### src/rtl/spi_ram.sv
// Byte-wide RAM behind an SPI command decoder (write/read address and data pointers).
// Read data returns one cycle after the rx_valid frame; no backpressure, every rx_valid frame is consumed.
module spi_ram #(
    parameter int MEM_DEPTH = 256,
    parameter int ADDR_SIZE = 8
) (
    input  logic       clk,
    input  logic       rst,
    input  logic [9:0] rx_data,
    input  logic       rx_valid,
    output logic [7:0] tx_data,
    output logic       tx_valid,
    output logic       cmd_err
);

    localparam logic [1:0] CMD_WR_ADDR = 2'b00;
    localparam logic [1:0] CMD_WR_DATA = 2'b01;
    localparam logic [1:0] CMD_RD_ADDR = 2'b10;
    localparam logic [1:0] CMD_RD_DATA = 2'b11;
    localparam logic [ADDR_SIZE-1:0] ADDR_ONE = 1;

    logic [7:0]           mem [MEM_DEPTH];

    logic [1:0]           cmd;
    logic [7:0]           payload;

    logic [ADDR_SIZE-1:0] wr_addr_q, wr_addr_d;
    logic [ADDR_SIZE-1:0] rd_addr_q, rd_addr_d;
    logic                 wr_addr_ok_q, wr_addr_ok_d;
    logic                 rd_addr_ok_q, rd_addr_ok_d;
    logic [7:0]           tx_data_q, tx_data_d;
    logic                 tx_valid_q, tx_valid_d;
    logic                 cmd_err_q, cmd_err_d;
    logic                 mem_we;

    assign cmd     = rx_data[9:8];
    assign payload = rx_data[7:0];

    always_comb begin
        wr_addr_d    = wr_addr_q;
        rd_addr_d    = rd_addr_q;
        wr_addr_ok_d = wr_addr_ok_q;
        rd_addr_ok_d = rd_addr_ok_q;
        tx_data_d    = tx_data_q;
        tx_valid_d   = 1'b0;
        cmd_err_d    = cmd_err_q;
        mem_we       = 1'b0;
        if (rx_valid) begin
            case (cmd)
                CMD_WR_ADDR: begin
                    wr_addr_d    = payload[ADDR_SIZE-1:0];
                    wr_addr_ok_d = 1'b1;
                end
                CMD_WR_DATA: begin
                    if (wr_addr_ok_q) begin
                        mem_we    = 1'b1;
                        wr_addr_d = wr_addr_q + ADDR_ONE;
                    end else begin
                        cmd_err_d = 1'b1;
                    end
                end
                CMD_RD_ADDR: begin
                    rd_addr_d    = payload[ADDR_SIZE-1:0];
                    rd_addr_ok_d = 1'b1;
                end
                CMD_RD_DATA: begin
                    // Payload is a dummy byte clocked in while the slave shifts data out.
                    if (rd_addr_ok_q) begin
                        tx_data_d  = mem[rd_addr_q];
                        tx_valid_d = 1'b1;
                        rd_addr_d  = rd_addr_q + ADDR_ONE;
                    end else begin
                        cmd_err_d = 1'b1;
                    end
                end
                default: ;
            endcase
        end
    end

    // Memory has no reset so its contents survive rst.
    always_ff @(posedge clk) begin
        if (mem_we) begin
            mem[wr_addr_q] <= payload;
        end
    end

    always_ff @(posedge clk or negedge rst) begin
        if (!rst) begin
            wr_addr_q    <= '0;
            rd_addr_q    <= '0;
            wr_addr_ok_q <= 1'b0;
            rd_addr_ok_q <= 1'b0;
            tx_data_q    <= 8'h00;
            tx_valid_q   <= 1'b0;
            cmd_err_q    <= 1'b0;
        end else begin
            wr_addr_q    <= wr_addr_d;
            rd_addr_q    <= rd_addr_d;
            wr_addr_ok_q <= wr_addr_ok_d;
            rd_addr_ok_q <= rd_addr_ok_d;
            tx_data_q    <= tx_data_d;
            tx_valid_q   <= tx_valid_d;
            cmd_err_q    <= cmd_err_d;
        end
    end

    assign tx_data  = tx_data_q;
    assign tx_valid = tx_valid_q;
    assign cmd_err  = cmd_err_q;

endmodule
### config.mk
export PLATFORM = sky130hd
export DESIGN_NAME = spi_ram
export DESIGN_NICKNAME = d
export VERILOG_FILES = /design/src/rtl/spi_ram.sv
export SDC_FILE = /design/constraint.sdc
export NUM_CORES = 2
export LEC_CHECK = 0
export BUFFER_PORTS_ARGS = -buffer_cell sky130_fd_sc_hd__buf_4
export CORE_MARGIN = 10
export CORE_UTILIZATION = 57
export DETAILED_ROUTE_END_ITERATION = 8
export GPL_TIMING_DRIVEN = 0
export PLACE_DENSITY = 0.71
export SLEW_MARGIN = 20
export SYNTH_ARGS = -nofsm -noshare
export SYNTH_HDL_FRONTEND = slang
export SYNTH_SLANG_ARGS = --single-unit
### constraint.sdc
create_clock -name clk -period 2.4 [get_ports clk]
set_input_delay 0.12 -clock clk [delete_from_list [all_inputs] [get_ports clk]]
set_output_delay 0.12 -clock clk [all_outputs]
set_load 0.01 [all_outputs]
==> flow_summary.ini <==
[detailed_routing]
vias = 49800
firstDrtPassIters = 8
vias_per_cell = 7.46
ant_nets = 0
drtIter0Drc = 9753
drc_errors = 0
finalWirelength_um = 311000
wl_per_cell_um = 46.6

[sta]
finalCritPeriodShare_pct = 145
slew_violations = 0
finalSetupViolations = 748
hold_violations = 0
finalSetupTns_ns = -44.85
rsz0062_at_grt = yes
finClkSkew_ns = 0.0350
worst_pin_slew_ns = 1.38
worst_slack_ns = -1.07
clock.fmax_mhz = 288
slew_headroom_pct = 7.62
hold_slack_ns = 0.0909
min_period_ns = 3.47

[synth]
seq_area_frac_synth_pct = 76.2
synth_area_mm2 = 0.0816
syn_inst = 4034
ys_ff_latch = 2076
synth_edf_count = 2048
synth_cell_types = 66
synthArstFlopShare_pct = 1.35
ys_warn_count = 0
syn-num-nets = 4052
syn_avg_cell_area_um2 = 20.2
ys.flop_type = edfxtp_1

[clocking]
h-tree-depth = 4
cts.path.max_buffers = 3
path_clk_slew_ns = 0.06
clk_latency_ns = 0.87
cts_sinks = 2076
cts-buffers-inserted = 200
clock-root-buffer = clkbuf_16
cts_tree = yes

[power_and_ir_drop]
vdd_drop_max_v = 0.000799
p_leak_nw = 32.0
power_density_mw_per_mm2 = 938

[placed_design]
place_inst = 5984
gp_congestion = 1.04
place.detailed.hpwl_um = 189000
placed_area_mm2 = 0.0853
port_buffers = 21

[status]
outcome = finished with violations
violations = negative setup slack

[worst_setup_path]
cp_cell_sequence = buf_2 -> or3b_2 -> clkbuf_1 -> clkbuf_4 -> o211ai_1 -> a31oi_2 -> a211oi_4 -> a211o_1
crit_buf_inv = 3
crit_arrival_ns = 4.28
end_kind = register
cp_max_fo = 11
cpPeakStageDelay_ns = 0.68
critPathKind = register to register
worstPathRequired_ns = 3.21
cp_top_family = compound AO/OA/AOI/OAI gates
critPathSlowestCell = o211ai_1
start_kind = register

[grt]
grt_usage_pct = 38.5
grt_pass1_wl_um = 407000
grt_pass1_vias = 46000
overflow = 0
grt_max_degree = 138
antenna_found_initial = 17

[flow_run]
drv_cap = 0

[min_path]
hold_path_class = input port to register

[floorplanning]
row_count = 138
die_w_um = 398
dieHeight_um = 398
initial_core_util_pct = 57.5
coreArea_mm2 = 0.142
die_area_mm2 = 0.159
num_io_pins = 23

[finish]
fin_cells = 6671
area_growth_pct = 22.7
fin_nets = 4620
final_cell_mix = edfxtp_1, mux4_2, mux2i_1
drive_gt1_share_pct = 36.2
design_area_mm2 = 0.100
final_common_cell = edfxtp_1
post-route-util_pct = 70.6
## cell type report
cell class / instances / area (µm²)
Inverter: 13 / 65.1
Antenna cell: 9 / 22.5
Buffer: 244 / 3580
Timing Repair Buffer: 372 / 4940
Sequential cell: 2076 / 62200
Multi-Input combinational cell: 1695 / 20400
Fill cell: 8213 / 41800
Clock buffer: 259 / 5390
Clock inverter: 113 / 1140
Tap cell: 1890 / 2360
## Yosys cell counts, drive strengths merged (3+ instances only)
cell | instances | share of area (%)
a2111oi | 3 | 0.032
a211o | 5 | 0.054
a211oi | 17 | 0.16
a21oi | 87 | 0.53
a221o | 27 | 0.33
a221oi | 42 | 0.46
a22o | 6 | 0.064
a22oi | 38 | 0.35
a311oi | 10 | 0.11
a31oi | 17 | 0.13
a32oi | 3 | 0.032
and2 | 11 | 0.084
and3 | 10 | 0.077
buf | 137 | 1.5
clkbuf | 113 | 0.52
dfrtp | 28 | 0.86
edfxtp | 2048 | 75
ha | 5 | 0.077
inv | 11 | 0.051
mux2 | 14 | 0.19
mux2i | 254 | 3.1
mux4 | 427 | 12
nand2 | 165 | 0.76
nand2b | 12 | 0.092
nand3 | 31 | 0.19
nand4 | 6 | 0.046
nor2 | 307 | 1.4
nor2b | 16 | 0.12
nor3 | 19 | 0.12
nor4 | 6 | 0.046
o2111ai | 4 | 0.043
o211ai | 14 | 0.13
o21ai | 61 | 0.37
o221ai | 17 | 0.18
o22ai | 11 | 0.084
o311ai | 7 | 0.075
o31ai | 19 | 0.18
or2 | 3 | 0.023
or3 | 3 | 0.023
## per-layer routing
layer	vias up	wire (µm)	track usage, %
met5	-	391	0.182
met4	26	28400	27.7
met3	1319	56100	19.4
met2	5359	129000	52.3
met1	25200	97100	47.6
li1	17900	-	-
## final timing paths
kind                               from            to  slack [ns]  depth (start not counted)
min                          rx_data[6]   mem[166][6]        0.09                          2
min in group asynchronous           rst  wr_addr_q[1]        0.29                          4
max                        rd_addr_q[4]    tx_data[2]       -1.07                          8
max reg2reg                rd_addr_q[4]    tx_data[2]       -1.07                          8
min reg2reg                rd_addr_ok_q  rd_addr_ok_q        0.59                          1
max in group asynchronous           rst  rd_addr_q[2]        1.90                          4
## kinds of logic after synthesis
group / count (synthesis) / share of synthesized area [%]
DFF: 2076 / 76.2
adders and majority gates: 5 / 0.0767
and+or+nand+nor: 597 / 3.07
buffers and inverters: 263 / 2.06
AOI/OAI and AO/OA: 398 / 3.43
muxes: 695 / 15.2
## state kept, by name, summed over array words and instances (netlist names)
register	count
cmd_err	1
rd_addr_q	8
tx_data	8
wr_addr_q	8
rd_addr_ok_q	1
tx_valid	1
wr_addr_ok_q	1
mem	2048
## report_power, final
group	internal, mW	leakage (nW)	switching [mW]	total [mW]
Clock	17.9	3.18	14.0	32.0
Combinational	7.84	10.1	13.8	21.7
Sequential	40.0	18.7	0.357	40.3
Total	65.7	32.0	28.2	93.9
## timing repair
item	in CTS	in global routing
endpoints found under the setup margin	2064	1872
pin swaps	61	89
resized for setup	1019	216
hold buffers	18	0
endpoints found under the hold margin	1128	0
buffers inserted	125	166
cloned	3	0
## through the flow
stage / power, mW / setup WS, ns
final: 93.9 / -1.07
after global placement: 56.8 / -3.72
after CTS: 90.9 / -0.973
after floorplan: 48.6 / -0.0329
after global routing: 94.4 / -0.975
after detailed placement: 57.2 / -2.63
## worst register-to-register path, cell delays in order (launching register included)
cell	delay, ns
dfrtp_1	0.39
buf_2	0.24
or3b_2	0.49
clkbuf_1	0.45
clkbuf_4	0.45
o211ai_1	0.70
a31oi_2	0.16
a211oi_4	0.39
a211o_1	0.15
Power figures use the tool's default switching activity.
